===== src/rtl/led_page_pkg.sv =====
// Shared constants and helpers for the LED display page scheduler.
// Page indices, PWM ceiling and the status-page column packing.
package led_page_pkg;

  localparam logic [1:0] PAGE_STATUS = 2'd0;
  localparam logic [1:0] PAGE_LIVE   = 2'd1;
  localparam logic [1:0] PAGE_SNAP   = 2'd2;
  localparam logic [1:0] PAGE_COUNT  = 2'd3;

  localparam logic [2:0] PWM_MAX = 3'b111;

  // Status page packed as {leds4, leds3, leds2, leds1}; column 1 bit 1 is a heartbeat "on" dot.
  function automatic logic [31:0] status_word(input logic [3:0] soc_leds,
                                              input logic [6:0] dbg);
    return {5'b0, dbg[6], dbg[2], soc_leds[3],
            5'b0, dbg[5], dbg[1], soc_leds[2],
            5'b0, dbg[4], dbg[0], soc_leds[1],
            5'b0, dbg[3], 1'b1,   soc_leds[0]};
  endfunction

endpackage


===== src/rtl/led_tick_gen.sv =====
// Free-running millisecond prescaler: ms_tick is high for one cycle
// every CLK_HZ/1000 clocks, decoded from the registered count.
module led_tick_gen #(
  parameter int CLK_HZ = 12_000_000
) (
  input  logic clk,
  input  logic resetn,
  output logic ms_tick
);

  localparam int DIV   = CLK_HZ / 1000;
  localparam int CNT_W = (DIV > 1) ? $clog2(DIV) : 1;

  logic [CNT_W-1:0] cnt_q;
  logic [CNT_W-1:0] cnt_d;

  assign ms_tick = (cnt_q == CNT_W'(DIV - 1));

  always_comb begin
    cnt_d = cnt_q + 1'b1;
    if (ms_tick) begin
      cnt_d = '0;
    end
  end

  always_ff @(posedge clk or negedge resetn) begin
    if (!resetn) begin
      cnt_q <= '0;
    end else begin
      cnt_q <= cnt_d;
    end
  end

endmodule


===== src/rtl/led_page_sched.sv =====
// Time-shares the 4x8 LED display among status/live/snapshot/change-count pages.
// Optional brightness ramp on page entry: define LED_PAGE_FADE_EN.
module led_page_sched
  import led_page_pkg::*;
#(
  parameter int CLK_HZ  = 12_000_000,
  parameter int PAGE_MS = 1000
) (
  input  logic        clk,
  input  logic        resetn,
  input  logic [3:0]  soc_leds,
  input  logic [6:0]  dbg,
  input  logic [31:0] instr_dbg,
  input  logic        hold,
  input  logic        sel_valid,
  input  logic [1:0]  sel_page,
  output logic [7:0]  leds1,
  output logic [7:0]  leds2,
  output logic [7:0]  leds3,
  output logic [7:0]  leds4,
  output logic [2:0]  leds_pwm,
  output logic [1:0]  page,
  output logic        page_strobe
);

  localparam int TMR_W = (PAGE_MS > 1) ? $clog2(PAGE_MS) : 1;

  logic             ms_tick;
  logic             entry;
  logic [1:0]       page_q, page_d;
  logic             page_strobe_q;
  logic [TMR_W-1:0] tmr_q, tmr_d;
  logic [31:0]      snap_q, snap_d;
  logic [31:0]      prev_instr_q;
  logic             prev_vld_q;
  logic [31:0]      chg_cnt_q, chg_cnt_d;
  logic [31:0]      disp_q, disp_d;

  led_tick_gen #(
    .CLK_HZ(CLK_HZ)
  ) u_tick (
    .clk    (clk),
    .resetn (resetn),
    .ms_tick(ms_tick)
  );

  // A jump wins over both hold and the timer; hold only freezes the timer.
  always_comb begin
    page_d = page_q;
    tmr_d  = tmr_q;
    entry  = 1'b0;
    if (sel_valid) begin
      page_d = sel_page;
      tmr_d  = '0;
      entry  = 1'b1;
    end else if (ms_tick && !hold) begin
      if (tmr_q == TMR_W'(PAGE_MS - 1)) begin
        page_d = page_q + 2'd1;
        tmr_d  = '0;
        entry  = 1'b1;
      end else begin
        tmr_d = tmr_q + 1'b1;
      end
    end
  end

  always_comb begin
    snap_d = snap_q;
    if (entry && (page_d == PAGE_SNAP)) begin
      snap_d = instr_dbg;
    end
  end

  // prev_vld_q masks the first post-reset cycle, when prev_instr_q is not a real sample.
  always_comb begin
    chg_cnt_d = chg_cnt_q;
    if (prev_vld_q && (instr_dbg != prev_instr_q) && (chg_cnt_q != 32'hFFFF_FFFF)) begin
      chg_cnt_d = chg_cnt_q + 32'd1;
    end
  end

  always_comb begin
    disp_d = '0;
    case (page_q)
      PAGE_STATUS: disp_d = status_word(soc_leds, dbg);
      PAGE_LIVE:   disp_d = instr_dbg;
      PAGE_SNAP:   disp_d = snap_q;
      PAGE_COUNT:  disp_d = chg_cnt_q;
      default:     disp_d = '0;
    endcase
  end

  always_ff @(posedge clk or negedge resetn) begin
    if (!resetn) begin
      page_q        <= PAGE_STATUS;
      page_strobe_q <= 1'b0;
      tmr_q         <= '0;
      snap_q        <= '0;
      prev_instr_q  <= '0;
      prev_vld_q    <= 1'b0;
      chg_cnt_q     <= '0;
      disp_q        <= '0;
    end else begin
      page_q        <= page_d;
      page_strobe_q <= entry;
      tmr_q         <= tmr_d;
      snap_q        <= snap_d;
      prev_instr_q  <= instr_dbg;
      prev_vld_q    <= 1'b1;
      chg_cnt_q     <= chg_cnt_d;
      disp_q        <= disp_d;
    end
  end

`ifdef LED_PAGE_FADE_EN
  logic [2:0] pwm_q, pwm_d;

  always_comb begin
    pwm_d = pwm_q;
    if (entry) begin
      pwm_d = 3'd0;
    end else if (ms_tick && (pwm_q != PWM_MAX)) begin
      pwm_d = pwm_q + 3'd1;
    end
  end

  always_ff @(posedge clk or negedge resetn) begin
    if (!resetn) begin
      pwm_q <= PWM_MAX;
    end else begin
      pwm_q <= pwm_d;
    end
  end

  assign leds_pwm = pwm_q;
`else
  assign leds_pwm = PWM_MAX;
`endif

  assign page        = page_q;
  assign page_strobe = page_strobe_q;
  assign leds1       = disp_q[7:0];
  assign leds2       = disp_q[15:8];
  assign leds3       = disp_q[23:16];
  assign leds4       = disp_q[31:24];

endmodule


===== config.mk =====
export PLATFORM = sky130hd
export DESIGN_NAME = led_page_sched
export DESIGN_NICKNAME = d
export VERILOG_FILES = /design/src/rtl/led_page_pkg.sv /design/src/rtl/led_tick_gen.sv /design/src/rtl/led_page_sched.sv
export SDC_FILE = /design/constraint.sdc
export NUM_CORES = 1
export LEC_CHECK = 0
export CORE_MARGIN = 3
export CORE_UTILIZATION = 43
export CTS_BUF_LIST = sky130_fd_sc_hd__clkbuf_16
export CTS_CLUSTER_DIAMETER = 30
export DETAILED_ROUTE_END_ITERATION = 8
export GPL_ROUTABILITY_DRIVEN = 0
export SLEW_MARGIN = 20
export SYNTH_ARGS = -nofsm -noshare
export SYNTH_HDL_FRONTEND = slang
export SYNTH_HIERARCHICAL = 1
export SYNTH_SLANG_ARGS = --single-unit

===== constraint.sdc =====
create_clock -name clk -period 3.1 [get_ports clk]
set_input_delay 0.62 -clock clk [delete_from_list [all_inputs] [get_ports clk]]
set_output_delay 0.62 -clock clk [all_outputs]
set_load 0.03 [all_outputs]

After elaboration in Yosys (flattened, before gate mapping). Cells that the tools add are included.

Flip-flop bits (word level): 156. Input port bits: 49. Output and inout port bits: 38. Logic and storage cells: 39.

$add $sub $neg: 4. Equal/unequal tests: 8. Mux-type cells: 11. Reductions and logical operators: 7.

Operators with widths (number): case mux 32 bit (4 select lines) (1); adder 32 x 1 -> 32 bit, second input constant (1); inequality test 32 bit (1); inequality test 32 bit, second input constant (1); two-way mux 10 bit (3); adder 14 x 1 -> 14 bit, second input constant (1); == test 14 bit, second input constant (1); two-way mux 14 bit (1); adder 10 x 1 -> 10 bit, second input constant (1); == test 10 bit, second input constant (1); == test 2 bit, second input constant (3); two-way mux 2 bit (3); logical AND 1 bit (4); two-way mux 1 bit (3); adder 2 x 1 -> 2 bit, second input constant (1); == test 2 x 1 -> 1 bit, second input constant (1); logical NOT 2 bit (1); nonzero test 2 bit (1); logical NOT 1 bit (1).

Depth between registers and ports, before layout. Gate-level depths: netlist of run 1.

Depth in word-level cells: 6. Gate-level depth with buffers: 9. Depth with buffers taken out: 8.

Cells and area by module. Netlist of run 1, hierarchy kept.

By module, submodules not included: led_page_sched (times used 1, cells an instance 497, area each 6123.4 µm², sequential area each 3553.4 µm²); led_tick_gen (times used 1, cells an instance 70, area each 710.7 µm², sequential area each 350.3 µm²).

Least setup slack after synthesis of run 1. No wires, ideal clock.

Kind: register -> register. Start point: register u_tick.cnt_q[5]. End point: register snap_q[10]. Library setup time: 125 ps. Arrival time: 2685 ps. Data required time: 2975 ps. Slack: 291 ps. Stages on the path, launching flop included: 9. Path buffers: 2. Clock period less this slack: 2809 ps. Cell sequence: dfrtp_1 or4b_2 nor4_1 nor2b_1 buf_2 nand4_1 o31ai_2 buf_2 mux2_2.

Longest elaborated chain between the ends: 6. Elaborated cells between the ends (all ways): 8. Classes of those cells: 2 x eq/ne; 4 x mux; 2 x reduce/logical.

RTL lines: from (decl) (line led_tick_gen.sv:14) `logic [CNT_W-1:0] cnt_q;`; from (signal assigned) (line led_tick_gen.sv:30) `cnt_q <= cnt_d;`; == test 14 bit * (line led_tick_gen.sv:17) `assign ms_tick = (cnt_q == CNT_W'(DIV - 1));`; named net ms_tick (line led_page_sched.sv:28) `logic ms_tick;`; logical AND 1 bit * (line led_page_sched.sv:56) `end else if (ms_tick && !hold) begin`; two-way mux 2 bit (line led_page_sched.sv:56); two-way mux 2 bit (line led_page_sched.sv:52) `if (sel_valid) begin`; == test 2 bit (line led_page_sched.sv:69) `if (entry && (page_d == PAGE_SNAP)) begin`; logical AND 1 bit * (line led_page_sched.sv:69); to (signal assigned) (line led_page_sched.sv:107) `snap_q <= snap_d;`; to (decl) (line led_page_sched.sv:33) `logic [31:0] snap_q, snap_d;`.

Mark *: on every way through the listed nets, which the timed path passes. The rest lies on a longest branch. A chain may end at the register's enable or synchronous reset.

Worst setup path in the final report of run 1.
Start point: register u_tick.cnt_q[5]. End point: register snap_q[15].

Same word-level chain as after synthesis.

==> results.txt, run 1 <==
----------------------------------------------------
[Synthesis]
  Most frequently used flop master after synthesis ... dfrtp_1
  Top-area cell type share of the netlist area ... 57.1%
  EDFF count, synth ... 0
  Post-synth top cells ... dfrtp_1 (156), xnor2_1 (63), nor2_1 (46), mux2_2 (33), a222oi_1 (31)
  Synth Warn # ... 6
  Top post-synthesis cells by area ... dfrtp_1 (57%), xnor2_1 (8.1%), mux2_2 (5.4%)
  Sequential area share after synthesis ... 57.1%
  Post-Synthesis Cell Area ... 6830 um2
  Share of flip-flops with an asynchronous set or reset ... 100%
  Synthesized area per cell ... 12.1 um2
  Most common cell in the synthesized netlist ... dfrtp_1
  Library cell occupying the most area in the post-synthesis netlist ... dfrtp_1
  Count of cell types in the netlist ... 52
  Number of synthesized register bits ... ~160
  Cell count after synthesis ... 567

[Floorplanning]
  Effective utilization at floorplan ... 44.5%
  Placeable core region ... about 15000 um2
  Overall die area ... 17400 um2
  X dimension of the die ... approximately 130 um
  I/O pin total ... 87
  Floorplan die height ... 132 um
  Core Rows ... 45

[Route]
  DRC violation count after routing ... 0
  Detailed-router iteration count before antenna repair ... 6
  Wire length per cell after detailed routing ... 19.1 um
  Vias per inst ... ~5.6
  Residual antenna-violating net count after detailed routing ... 0
  Count of routing violations after the opening detailed-route iteration ... 445
  Wire length reported by the detailed router ... 17000 um
  Vias ... 4969

[Pwr]
  Worst vdd rail ir drop ... 0.341 mV
  Register share of total power ... 43.0%
  Switching part of the total ... 25.5%
  Int Power ... 4.25 mW
  Power density over the cells ... 657 nW/um2
  Switching power ... 1.45 mW
  Leakage power of the design ... 3.60 nW
  Combinational power share ... 15.2%
  Total chip power ... between 5 and 6 mW
  Clock network fraction of total power ... 41.8%

[Cells and area]
  Final #Nets ... 724
  Area growth, synth to finish ... 27.0%
  Fraction of layout instances using a drive strength above 1 ... 14.0%
  Final cell count without fillers ... 891
  Antenna diode count ... 0
  Cell area after layout ... 8680 um2

[Worst setup path]
  Slowest Stage Delay on Critical Path ... just under 0.7 ns
  Startpoint kind of the worst setup timing path ... flop
  Worst R2R Setup Slack ... 0.18 ns
  Sort of element at the end of the critical path ... flop
  Reg2Reg Launch Point ... u_tick/cnt_q[5]$_DFF_PN0_
  Endpoint of the most critical register-to-register path ... snap_q[15]$_DFFE_PN0P_
  Start point of the critical path ... u_tick/cnt_q[5]$_DFF_PN0_
  Arrival time reported for the critical path endpoint ... 3.23 ns
  Required time worst endpoint ... 3.41 ns
  Kind of critical path ... flop to flop
  Last element of the critical path ... snap_q[15]$_DFFE_PN0P_
  Count of cells along the worst register-to-register path ... 7
  Slowest stage cell, crit path ... or4b_2
  Maximum fanout count along the critical path ... 32
  Cell-by-cell trace of the critical path ... or4b_2 -> nor4_1 -> nor2b_1 -> nand4_1 -> o31ai_4 -> buf_12 -> mux2_2

[Timing]
  Maximum operating frequency ... 343 MHz
  Shortest clock period the worst path allows after layout ... 2.92 ns
  Final setup vio count ... 0
  Post-Route Setup TNS ... 0 ns
  Setup skew after layout ... 0.00959 ns
  Final Max Slew Viols ... 0
  Hold Fails Final Rpt ... 0
  Post-route setup slack ... 0.180 ns
  Worst-case headroom to the max-slew limit ... 45.6%
  Slew at the pin closest to its max-slew limit ... 0.810 ns
  Setup repair after global routing missed its margin ... false
  Part of the cycle the worst path needs ... a little over nine tenths

[Place]
  Worst-case setup slack after placement ... 0.0950 ns
  Final HPWL DP ... 11600 um
  Area post-placement ... 8000 um2
  Placed Cells incl. Taps ... 859
  Count of buffers inserted at the top-level ports ... 83

[Clock network]
  CTS tree ... done
  # H-tree levels ... 4
  Register clock-pin slew on the reported worst setup and hold paths ... 0.06 ns
  Hold-fix buffer count after cts ... 0
  # Post-CTS Setup Buffers ... 0
  Number of buffers inserted during clock tree synthesis ... 17
  Buffer levels on the longest clock path ... 2
  Clock latency at the later pin of the worst-skew pair ... approximately 0.43 ns
  Resized cells post-CTS ... 0
  Cell at the root of the clock tree ... clkbuf_16
  Sink Count ... 156

[Flow run]
  Number of max-cap violations ... 0

[Global route]
  Overflow left after global routing ... 0
  All-layer global routing usage ... 20.1%
  Number of global-route vias before repair ... around 5000
  Initial antenna violation count ... 0
  Pin count of the biggest net entering global routing ... 73
  First-pass GRT wire length ... approximately 28000 um

[Hold path]
  Class of the tightest hold or removal check ... primary input to async pin

[Status]
  Outcome ... finished clean

----------------------------------------------------
## cell usage in the layout (no fill, tap or decap), drive strengths merged, types with 2 or more instances in the layout
| cell | synthesis | final |
|---|---|---|
| inv | 20 | 21 |
| nand4 | 23 | 23 |
| or4b | 2 | 2 |
| conb | 1 | 4 |
| dfrtp | 156 | 156 |
| ha | 8 | 8 |
| mux2i | 12 | 12 |
| mux2 | 33 | 33 |
| bufinv | 0 | 7 |
| a31oi | 2 | 2 |
| and2 | 5 | 5 |
| nand2 | 30 | 30 |
| clkdlybuf4s50 | 0 | 82 |
| nor2 | 46 | 46 |
| or3 | 7 | 7 |
| a21o | 2 | 2 |
| clkbuf | 14 | 17 |
| buf | 9 | 19 |
| a222oi | 31 | 31 |
| clkinv | 0 | 6 |
| o41ai | 2 | 2 |
| nor4 | 5 | 5 |
| nor3 | 8 | 8 |
| nand3 | 29 | 29 |
| and4 | 5 | 5 |
| xor2 | 13 | 13 |
| o21ai | 9 | 9 |
| or4 | 6 | 6 |
| xnor2 | 64 | 64 |
| o31ai | 4 | 4 |
| and3 | 11 | 11 |
## flip-flops by register name, summed over array words and instances, names as in the netlist
signal / count
u_tick/cnt_q: 14
prev_vld_q: 1
page: 2
disp_q: 32
page_strobe: 1
prev_instr_q: 32
snap_q: 32
chg_cnt_q: 32
tmr_q: 10
## stage by stage
| stage | util [%] | hold WS, ns |
|---|---|---|
| 2_1_floorplan | - | 0.324 |
| 3_3_place_gp | 52.1 | 0.461 |
| 3_5_place_dp | 52.1 | 0.474 |
| 4_1_cts | 56.5 | 0.245 |
| 5_1_grt | 56.5 | 0.264 |
| 6_report | 56.5 | 0.216 |
## how the worst min path moves through the flow
stage          slack (ns)                       end                 start
6_report             0.22      disp_q[17]$_DFF_PN0_                resetn
3_3_place_gp         0.46      tmr_q[9]$_DFFE_PN0P_  tmr_q[9]$_DFFE_PN0P_
2_1_floorplan        0.32  chg_cnt_q[0]$_DFFE_PN0P_                resetn
3_5_place_dp         0.47      tmr_q[9]$_DFFE_PN0P_  tmr_q[9]$_DFFE_PN0P_
5_1_grt              0.26      disp_q[17]$_DFF_PN0_                resetn
4_1_cts              0.24      disp_q[24]$_DFF_PN0_                resetn
## cell families (layout without fill, tap and decap cells)
group           after synthesis  count (layout)  synth area share, %
mux                          45              45                 7.20
xor+xnor                     77              77                 9.98
simple gates                181             181                 14.5
other cells                   1               4               0.0549
fa+ha+maj                     8               8                 1.46
flops                       156             156                 57.1
compound gates               56              56                 7.05
buf+inv                      43             153                 2.65
## critical path: cells and delay by family (launching register included)
kind / cells / cell delay, ns
buffers and inverters: 1 / 0.26
AO/OA/AOI/OAI: 1 / 0.34
multiplexers: 1 / 0.37
flip-flops: 1 / 0.44
AND/OR/NAND/NOR: 4 / 1.37
## metal layers
| metal | routed length, um | track usage, % | part of all wire (%) | vias to the layer above |
|---|---|---|---|---|
| met2 | 8110 | 31.5 | 48 | 158 |
| met1 | 7720 | 28.0 | 45 | 2542 |
| li1 | - | - | - | 2251 |
| met4 | 286 | 5.72 | 1.7 | 0 |
| met5 | 0 | 0 | 0 | - |
| met3 | 887 | 4.96 | 5.2 | 18 |
## power groups by stage
stage          Sequential [mW]  Clock [mW]  Combinational (mW)
2_1_floorplan             2.54           0               0.384
3_3_place_gp              2.47           0               0.864
3_5_place_dp              2.48           0               0.871
4_1_cts                   2.45        2.42               0.877
5_1_grt                   2.47        2.51               0.937
6_report                  2.45        2.38               0.867
## layout make-up
type	count	area (um2)
multi-input cells	371	2770
inverters	20	75.1
repair buffers	101	992
fillers	1280	6690
flip-flops and latches	156	3900
clock inverters	15	251
well taps	211	264
clock buffers	17	425
No activity file was read; power rests on OpenSTA's default activity.
==> run 2: changes to the inputs <==
Settings changed: PLACE_DENSITY from default to 0.67, SLEW_MARGIN 20 to 25.
Clock period 3.1 ns to 2.66 ns, I/O delays scaled along.
==> run 2 against run 1 <==
Clock skew decreased by 0.0035 ns. Sequential power increased by 16%. Highest routed layer unchanged. Global-route usage decreased by 0.21 points.
==> results.txt, run 2 (same netlist as run 1, synthesis figures left out) <==
----------------------------------------------------
[Pwr]
  Worst vdd rail ir drop ... 0.472 mV (+38%)
  Leakage power of the design ... 3.85 nW (+7.1%)
  Switching part of the total ... 27.7% (+2.1 points)
  Power density over the cells ... 693 nW/um2 (+5.5%)
  Clock network fraction of total power ... 37.6% (-4.2 points)
  Switching power ... 1.74 mW (+20%)
  Combinational power share ... 17.3% (+2.1 points)
  Int Power ... 4.55 mW (+7.1%)
  Register share of total power ... 45.1% (+2.1 points)

[Timing]
  Setup skew after layout ... 0.00607 ns (-0.00351 ns)
  Slew at the pin closest to its max-slew limit ... 0.737 ns (-0.0730 ns)
  Final Max Slew Viols ... 0 (unchanged)
  Setup repair after global routing missed its margin ... true
  Worst hold slack after final layout ... 0.104 ns (-0.112 ns)
  Post-route setup slack ... 0.0469 ns (-0.133 ns)
  Part of the cycle the worst path needs ... 98.2% (+4.1 points)
  Shortest clock period the worst path allows after layout ... 2.61 ns (-0.307 ns)
  Final setup vio count ... 0 (unchanged)
  Maximum operating frequency ... 383 MHz (+12%)
  Worst-case headroom to the max-slew limit ... 50.8% (+5.3 points)
  Post-Route Setup TNS ... 0 ns (unchanged)
  Hold Fails Final Rpt ... 0 (unchanged)

[Hold path]
  Class of the tightest hold or removal check ... primary input to async pin

[Clock network]
  CTS tree ... done
  Sink Count ... 156 (unchanged)
  Hold-fix buffer count after cts ... 0 (unchanged)
  Cell at the root of the clock tree ... clkbuf_16
  Register clock-pin slew on the reported worst setup and hold paths ... 0.06 ns (about the same)
  Number of buffers inserted during clock tree synthesis ... 17 (unchanged)
  Buffer levels on the longest clock path ... 2 (unchanged)
  # H-tree levels ... 4 (unchanged)
  Clock latency at the later pin of the worst-skew pair ... 0.42 ns (about the same)

[Route]
  DRC violation count after routing ... 0 (unchanged)
  Total length of routed met3 wires ... 866 um (-2.4%)
  Wire length reported by the detailed router ... 17300 um (+1.9%)
  Wire length per cell after detailed routing ... 18.5 um (-3.1%)
  Top layer used by detailed routing ... met4
  Vias per inst ... 5.43 (-2.6%)
  Count of routing violations after the opening detailed-route iteration ... 543 (+22%)
  Vias ... 5091 (+2.5%)
  Met2 layer wire length in the routed design ... 8140 um (+0.31%)
  WL met1 ... 7990 um (+3.4%)
  Residual antenna-violating net count after detailed routing ... 0 (unchanged)
  Detailed-router iteration count before antenna repair ... 8 (+2)

[Worst setup path]
  Count of buffering cells on the critical path with inverters included ... 2 (+1)
  Required time worst endpoint ... 2.97 ns (-0.44 ns)
  Kind of critical path ... flop to flop
  Slowest stage cell, crit path ... or4b_4
  Maximum fanout count along the critical path ... 8 (-75%)
  Arrival time reported for the critical path endpoint ... 2.92 ns (-0.31 ns)
  Cell-by-cell trace of the critical path ... or4b_4 -> nor4_4 -> nor2b_4 -> nand4_1 -> o31ai_4 -> buf_12 -> clkbuf_16 -> mux2_2
  Sort of element at the end of the critical path ... flop
  Kind of cell adding the most delay to the critical path ... simple AND/OR/NAND/NOR gates
  Slowest Stage Delay on Critical Path ... 0.56 ns (-0.12 ns)
  Startpoint kind of the worst setup timing path ... flop

[Place]
  Final HPWL DP ... 11500 um (-1.1%)
  Count of buffers inserted at the top-level ports ... 83 (unchanged)
  Worst-case setup slack after placement ... -0.172 ns (-0.267 ns)

[Floorplanning]
  Overall die area ... 17400 um2 (unchanged)
  Effective utilization at floorplan ... 44.5% (unchanged)
  Floorplan die height ... 132 um (unchanged)
  I/O pin total ... 87 (unchanged)
  X dimension of the die ... 132 um (unchanged)
  Core Rows ... 45 (unchanged)
  Placeable core region ... 15400 um2 (unchanged)

[Cells and area]
  Area growth, synth to finish ... 32.8%
  Final #Nets ... 770 (+6.4%)
  Area of the multi-input gates ... 2850 um2 (+2.8%)
  Commonest cells after routing, fill and taps aside ... dfrtp_1 (156), clkdlybuf4s50_1 (82), xnor2_1 (63), buf_4 (58), nor2_1 (46)
  Fraction of layout instances using a drive strength above 1 ... 20.1% (+6.1 points)
  Most frequent standard cell in the layout excluding fill and tap cells ... dfrtp_1
  # fillers ... 1248 (-2.5%)
  Combined flip-flop and latch cell area ... 3900 um2 (unchanged)
  Antenna diode count ... 0 (unchanged)

[Global route]
  First-pass GRT wire length ... 27700 um (+0.80%)
  All-layer global routing usage ... 19.9% (-0.21 points)
  Number of global-route vias before repair ... 5161 (+3.3%)
  Initial antenna violation count ... 0 (unchanged)
  Overflow left after global routing ... 0 (unchanged)
  Pin count of the biggest net entering global routing ... 72 (-1.4%)

[Status]
  Outcome ... finished clean

[Flow run]
  Number of max-cap violations ... 0 (unchanged)

----------------------------------------------------
==> run 2: repair_timing <==
item                       in CTS  in global routing
gates resized for setup         2                  4
gates cloned                    1                  2
setup endpoints to repair      32                 32
pin swaps                       2                  4
setup buffers                   1                  3
==> run 2: metrics by stage <==
stage                     power, mW  std cells  area [um2]  util, %
final                          6.29        937        9070     59.0
after CTS                      6.30        932        8970     58.4
after global routing           6.54        937        9070     59.0
after floorplan                3.44        570        6920        -
after detailed placement       3.94        898        8350     54.3
after global placement         3.90        898        8350     54.3
==> run 2: layout make-up <==
class / instances / area share [%]
well taps: 211 / 2.91
clock buffers: 17 / 4.69
multi-input cells: 371 / 31.4
flip-flops and latches: 156 / 43.0
clock inverters: 15 / 1.64
repair buffers: 147 / 15.6
inverters: 20 / 0.827
==> run 2: power groups by stage <==
stage	Sequential [mW]	Clock [mW]	Combinational (mW)
final	2.84	2.36	1.09
after global placement	2.86	0	1.05
after CTS	2.83	2.39	1.08
after detailed placement	2.87	0	1.06
after global routing	2.87	2.50	1.17
after floorplan	2.96	0	0.471
==> run 2: worst paths after layout <==
path                                            from                    endpoint  slack [ns]  depth (start not counted)
max in group asynchronous                     resetn  prev_instr_q[16]$_DFF_PN0_        1.80                          2
min                                           resetn         disp_q[8]$_DFF_PN0_        0.10                          1
min in group clk                tmr_q[6]$_DFFE_PN0P_        tmr_q[6]$_DFFE_PN0P_        0.50                          1
max                        u_tick/cnt_q[8]$_DFF_PN0_      snap_q[27]$_DFFE_PN0P_        0.05                          8
max reg2reg                u_tick/cnt_q[8]$_DFF_PN0_      snap_q[27]$_DFFE_PN0P_        0.05                          8
min reg2reg                     tmr_q[6]$_DFFE_PN0P_        tmr_q[6]$_DFFE_PN0P_        0.50                          1
==> run 2: routing by layer <==
metal / track usage, % / up-vias
li1: - / 2331
met1: 28.1 / 2563
met2: 30.1 / 173
met3: 4.43 / 24
met4: 7.76 / 0
met5: 0 / -
